<file path="src/rtl/y86_pkg.sv">
// Shared Y86-64 encodings: instruction codes, special register IDs and
// architectural status values used by the write-back slice.
package y86_pkg;

    localparam logic [3:0] I_HALT   = 4'h0;
    localparam logic [3:0] I_NOP    = 4'h1;
    localparam logic [3:0] I_RRMOVQ = 4'h2;   // rrmovq / cmovXX
    localparam logic [3:0] I_IRMOVQ = 4'h3;
    localparam logic [3:0] I_RMMOVQ = 4'h4;
    localparam logic [3:0] I_MRMOVQ = 4'h5;
    localparam logic [3:0] I_OPQ    = 4'h6;
    localparam logic [3:0] I_JXX    = 4'h7;
    localparam logic [3:0] I_CALL   = 4'h8;
    localparam logic [3:0] I_RET    = 4'h9;
    localparam logic [3:0] I_PUSHQ  = 4'hA;
    localparam logic [3:0] I_POPQ   = 4'hB;

    localparam logic [3:0] RNONE = 4'hF;
    localparam logic [3:0] RSP   = 4'h4;

    typedef enum logic [2:0] {
        S_AOK = 3'd1,
        S_HLT = 3'd2,
        S_ADR = 3'd3,
        S_INS = 3'd4
    } stat_t;

endpackage

</file>
<file path="src/rtl/y86_regfile.sv">
// Architectural register file: NREG x DW storage, two combinational read
// ports (RNONE reads as zero) and two synchronous write ports where the
// M port overrides the E port when both target the same register.
module y86_regfile
    import y86_pkg::*;
#(
    parameter int NREG = 15,
    parameter int DW   = 64
) (
    input  logic          clk,
    input  logic          rst,
    input  logic [3:0]    srcA,
    input  logic [3:0]    srcB,
    output logic [DW-1:0] valA,
    output logic [DW-1:0] valB,
    input  logic          weE,
    input  logic [3:0]    dstE,
    input  logic [DW-1:0] valE,
    input  logic          weM,
    input  logic [3:0]    dstM,
    input  logic [DW-1:0] valM
);

    logic [DW-1:0] regs [NREG];

    // Read ports: plain array lookup, RNONE yields zero, no write bypass.
    always_comb begin
        valA = {DW{1'b0}};
        valB = {DW{1'b0}};
        if (srcA != RNONE) begin
            valA = regs[srcA];
        end else begin
            valA = {DW{1'b0}};
        end
        if (srcB != RNONE) begin
            valB = regs[srcB];
        end else begin
            valB = {DW{1'b0}};
        end
    end

    // Storage update: reset clears everything; the M write is issued last so it wins a collision.
    always_ff @(posedge clk) begin
        if (rst) begin
            for (int i = 0; i < NREG; i++) begin
                regs[i] <= {DW{1'b0}};
            end
        end else begin
            if (weE && (dstE != RNONE)) begin
                regs[dstE] <= valE;
            end
            if (weM && (dstM != RNONE)) begin
                regs[dstM] <= valM;
            end
        end
    end

endmodule

</file>
<file path="src/rtl/y86_writeback_regfile.sv">
// Write-back stage of the sequential Y86-64 datapath: destination selection,
// sticky architectural status, retired-instruction counter and the register
// file whose read ports feed Decode.
module y86_writeback_regfile
    import y86_pkg::*;
#(
    parameter int NREG = 15,
    parameter int DW   = 64,
    parameter int CW   = 64
) (
    input  logic          clk,
    input  logic          rst,
    input  logic          instr_valid,
    input  logic [3:0]    icode,
    input  logic [3:0]    ifun,
    input  logic [3:0]    rA,
    input  logic [3:0]    rB,
    input  logic          cnd,
    input  logic [DW-1:0] valE,
    input  logic [DW-1:0] valM,
    input  logic          imem_error,
    input  logic          dmem_error,
    input  logic [3:0]    srcA,
    input  logic [3:0]    srcB,
    output logic [DW-1:0] valA,
    output logic [DW-1:0] valB,
    output logic [2:0]    stat,
    output logic          halted,
    output logic [CW-1:0] retired
);

    stat_t         statR;
    stat_t         statNext;
    logic          haltedR;
    logic [CW-1:0] retiredR;
    logic [3:0]    dstE;
    logic [3:0]    dstM;
    logic          weE;
    logic          weM;
    logic          incRetire;
    logic [3:0]    ifunUnused;

    // ifun only distinguishes variants whose effect is already folded into cnd/valE.
    assign ifunUnused = ifun;

    // Destination register selection from the instruction fields.
    always_comb begin
        dstE = RNONE;
        dstM = RNONE;
        case (icode)
            I_RRMOVQ: begin
                dstE = cnd ? rB : RNONE;
                dstM = RNONE;
            end
            I_IRMOVQ, I_OPQ: begin
                dstE = rB;
                dstM = RNONE;
            end
            I_CALL, I_RET, I_PUSHQ: begin
                dstE = RSP;
                dstM = RNONE;
            end
            I_POPQ: begin
                dstE = RSP;
                dstM = rA;
            end
            I_MRMOVQ: begin
                dstE = RNONE;
                dstM = rA;
            end
            default: begin
                dstE = RNONE;
                dstM = RNONE;
            end
        endcase
    end

    // Commit decision: faults beat illegal opcodes beat halt; only AOK can advance.
    always_comb begin
        statNext  = statR;
        weE       = 1'b0;
        weM       = 1'b0;
        incRetire = 1'b0;
        if ((statR == S_AOK) && instr_valid) begin
            if (imem_error || dmem_error) begin
                statNext = S_ADR;
            end else if (icode > I_POPQ) begin
                statNext = S_INS;
            end else if (icode == I_HALT) begin
                statNext  = S_HLT;
                incRetire = 1'b1;
            end else begin
                statNext  = S_AOK;
                weE       = (dstE != RNONE);
                weM       = (dstM != RNONE);
                incRetire = 1'b1;
            end
        end else begin
            statNext = statR;
        end
    end

    // Status register and retired counter; counter wraps naturally.
    always_ff @(posedge clk) begin
        if (rst) begin
            statR    <= S_AOK;
            haltedR  <= 1'b0;
            retiredR <= {CW{1'b0}};
        end else begin
            statR   <= statNext;
            haltedR <= (statNext != S_AOK);
            if (incRetire) begin
                retiredR <= retiredR + {{(CW-1){1'b0}}, 1'b1};
            end else begin
                retiredR <= retiredR;
            end
        end
    end

    assign stat    = statR;
    assign halted  = haltedR;
    assign retired = retiredR;

    y86_regfile #(
        .NREG (NREG),
        .DW   (DW)
    ) u_regfile (
        .clk  (clk),
        .rst  (rst),
        .srcA (srcA),
        .srcB (srcB),
        .valA (valA),
        .valB (valB),
        .weE  (weE),
        .dstE (dstE),
        .valE (valE),
        .weM  (weM),
        .dstM (dstM),
        .valM (valM)
    );

endmodule

</file>
<file path="config.mk">
export PLATFORM = sky130hd
export DESIGN_NAME = y86_writeback_regfile
export DESIGN_NICKNAME = d
export VERILOG_FILES = /design/src/rtl/y86_pkg.sv /design/src/rtl/y86_regfile.sv /design/src/rtl/y86_writeback_regfile.sv
export SDC_FILE = /design/constraint.sdc
export NUM_CORES = 2
export LEC_CHECK = 0
export BUFFER_PORTS_ARGS = -buffer_cell sky130_fd_sc_hd__buf_2
export CAP_MARGIN = 30
export CORE_ASPECT_RATIO = 1.5
export CORE_UTILIZATION = 30
export DETAILED_ROUTE_END_ITERATION = 10
export PLACE_DENSITY = 0.55
export SLEW_MARGIN = 25
export SYNTH_ARGS = -nofsm -noshare
export SYNTH_HDL_FRONTEND = slang
export SYNTH_SLANG_ARGS = --single-unit
</file>
<file path="constraint.sdc">
create_clock -name clk -period 11 [get_ports clk]
set_input_delay 0.55 -clock clk [delete_from_list [all_inputs] [get_ports clk]]
set_output_delay 0.55 -clock clk [all_outputs]
set_load 0.01 [all_outputs]
</file>
==> out/qor.txt <==
Post-DP HPWL = 136,000 µm
total global-route track usage = 22.9%
Reg2Reg Launch Point = stat[2]$_SDFF_PP0_
DRT Wirelength = 247,000 µm
logic gate share of total power = 12.5%
Hold Path Origin = valE[3]
commonest non-fill, non-tap cells in the layout = 1,024 x edfxtp_1, 640 x mux4_2, 543 x nand2_1
DRC Markers = 0
final instance area = 70,200 µm²
Primary FF master, synth = edfxtp_1
crit path time final = 4730 ps
Worst Path Buf+Inv = 4
CP arrival = 4180 ps
dpl cell area = 66,500 µm²
GRT met1 Usage = 28.6%
FP Rows = 204
global-route wire length before repair = 346,000 µm
clk sink count = 1,092
area of the core = 206,000 µm²
WHS Path Cells = 1
Iteration-0 DRC Markers = 5,873
most common cell after layout, fill and taps aside = edfxtp_1
share of total power in sequential cells = 48.4%
CTS resizes = 0
Net Sw Power = 2.55 mW
worst-skew pair later-pin latency = 760 ps
Most Crowded Layer GR = met2
Setup Viol. Count Final = 0
Syn Area/Cell = 14.2 µm²
Tcrit/Tclk final = 43.0%
final net count = 4,524
CTS clk-pin slew, worst paths = 70 ps
skew final = 38.5 ps
Int Pwr = 7.26 mW
actual slew at the worst max-slew pin = 1120 ps
Peak VDD IR = 0.137 mV
TritonCTS buffer count = 106
worst-path cell chain = buf_8 -> buf_4 -> buf_4 -> mux4_2 -> mux4_2 -> nor2b_1 -> buf_2
Net Sw Frac = 26.0%
die height = 561 µm
Reg area = 32,100 µm²
Slew Viols, Final = 0
postcts setup bufs = 0
Setup CP Type = in2out
filler cell count in the final layout = 19,900
Rel. slew slack = 25.0%
layout cells sized above 1 = 29.6%
CTS tree = yes
Critical Path RT = 10,450 ps
P per Cell Area = 140 nW/µm²
largest net degree at the start of global routing = 129
post-synthesis sequential area ratio = 51.4%
CP endpoint kind = primary output
number of synthesized flops with an enable pin = 1,024
Unique masters post-synth = 64
met3 Resource Use GR = 6.14%
clock root buffer = clkbuf_16
Clock power frac = 39.1%
number of synthesis warnings = 0
Max Cap Violations = 0
RSZ-0062 raised after global routing = false
CP startpoint = srcA[1]
slowest cell delay on critical path = 900 ps
Clock Path Buffers = 3
crit-path max FO = 57
Critical Path Slowest Stage Cell = buf_4
Syn-to-layout area delta = 12.3%
Final Hold Vio Count = 0
setup TNS = 0 ps
Leak Pwr = 23.9 nW
Port Buf Inserts = 349
Antenna Nets Post-Route = 0
Worst Hold Class = in2reg
# H-tree levels = 3
Initial Util = 30.3%
initial antenna violation count = 89
met2 Track Usage GR = 37.4%
status = completed
gr ovfl total = 0
Mapped Area = 62,500 µm²
vias = 45,600
IO Pins = 354
via density per instance = 6.36
Die Span X = 375 µm
wire per inst = 34.5 µm
area occupied by multi-input gates = 28,300 µm²
1st-pass router iterations = 6
CP Launch Type = primary input
Max Clock Freq = 0.211 GHz
FF+latch count, synth = 1,092
cts-stage hold buffer count = 0
Crit path depth = 7
Mapped Cells = 4,396
Worst Reg-to-Reg Cells = 6
final hold slack = 186 ps
number of global-route vias before repair = 45,800
die area = 210,000 µm²
Post-synth ARST share = 0%
CP top delay family = buffers and inverters
RePlAce Congestion = 0.802
[cell families (layout without fill, tap and decap cells)]
group                    Yosys count  in the layout  share of synthesized area [%]
AO/OA/AOI/OAI                   1053           1053                           14.1
XOR/XNOR                          29             29                          0.406
adder cells (fa/ha/maj)            1              1                         0.0200
buffers and inverters            671            661                           4.24
flip-flops                      1092           1092                           51.4
multiplexers                     641            641                           23.1
other                              1            105                        0.00600
AND/OR/NAND/NOR                  908            908                           6.79
[flip-flops by register name, indices dropped and copies added, names as in the netlist]
| signal | flops |
|---|---|
| stat | 3 |
| u_regfile.regs | 1024 |
| retired | 64 |
| halted | 1 |
[metrics by stage]
| step | util (%) | worst slack (ps) | total power, mW | instances |
|---|---|---|---|---|
| 4_1_cts | 33.9 | 6160 | 9.85 | 7123 |
| 6_report | 34.0 | 6270 | 9.81 | 7168 |
| 3_5_place_dp | 32.2 | 5850 | 6.05 | 6931 |
| 3_3_place_gp | 32.2 | 5940 | 6.03 | 6928 |
| 5_1_grt | 34.0 | 6130 | 10.0 | 7137 |
| 2_1_floorplan | - | 3880 | 5.56 | 4459 |
[power by group through the flow]
stage | clock, mW | combinational (mW) | sequential (mW)
CTS | 3.88 | 1.22 | 4.75
global placement | 0 | 1.21 | 4.82
detailed placement | 0 | 1.22 | 4.84
global route | 4.01 | 1.28 | 4.76
floorplan | 0 | 0.744 | 4.82
finish | 3.84 | 1.22 | 4.75
[final timing paths]
check	endpoint	slack [ps]
hold reg to reg	retired[63]$_SDFFE_PP0P_	500
setup reg to reg	u_regfile.regs[9][10]$_DFFE_PP_	6510
hold / removal	u_regfile.regs[15][3]$_DFFE_PP_	190
setup / recovery	valA[8]	6270
[per-layer routing]
layer | part of all wire (%) | vias up
li1 | - | 18100
met1 | 37 | 23900
met2 | 48 | 2951
met3 | 11 | 612
met4 | 4.2 | 60
met5 | 0.15 | -
[cells in the mapped netlist, types with 3 or more instances]
cell,count,area (µm²)
buf_1,64,240
o31ai_1,146,1100
nor3_1,15,75.1
edfxtp_1,1024,30700
xor2_1,18,158
buf_2,101,505
nand3_1,21,105
nand4_1,27,169
nand2_1,546,2050
inv_1,12,45.0
a2bb2o_1,63,631
nand4_2,3,37.5
nand4b_1,3,26.3
nor4_1,17,106
and2_1,3,18.8
or3_1,22,138
nor2_1,60,225
nand2b_1,5,31.3
and4_1,8,70.1
a22o_1,320,2800
or4_1,18,135
a211o_1,4,35.0
and3b_1,3,26.3
xnor2_1,11,96.3
clkbuf_1,493,1850
and3_1,8,50.1
nor2b_1,130,813
a21oi_1,38,190
o21ai_0,146,731
dfxtp_1,68,1360
a32o_1,320,3200
mux4_2,640,14400
[cell type report]
class / count / area share [%]
antenna: 41 / 0.146
clock inverter: 67 / 1.05
multi-input combinational: 2696 / 40.3
timing repair buffer: 457 / 3.98
inverter: 12 / 0.0641
tap: 2678 / 4.77
clock buffer: 125 / 3.93
sequential: 1092 / 45.7
No activity file was read; power rests on OpenSTA's default activity.
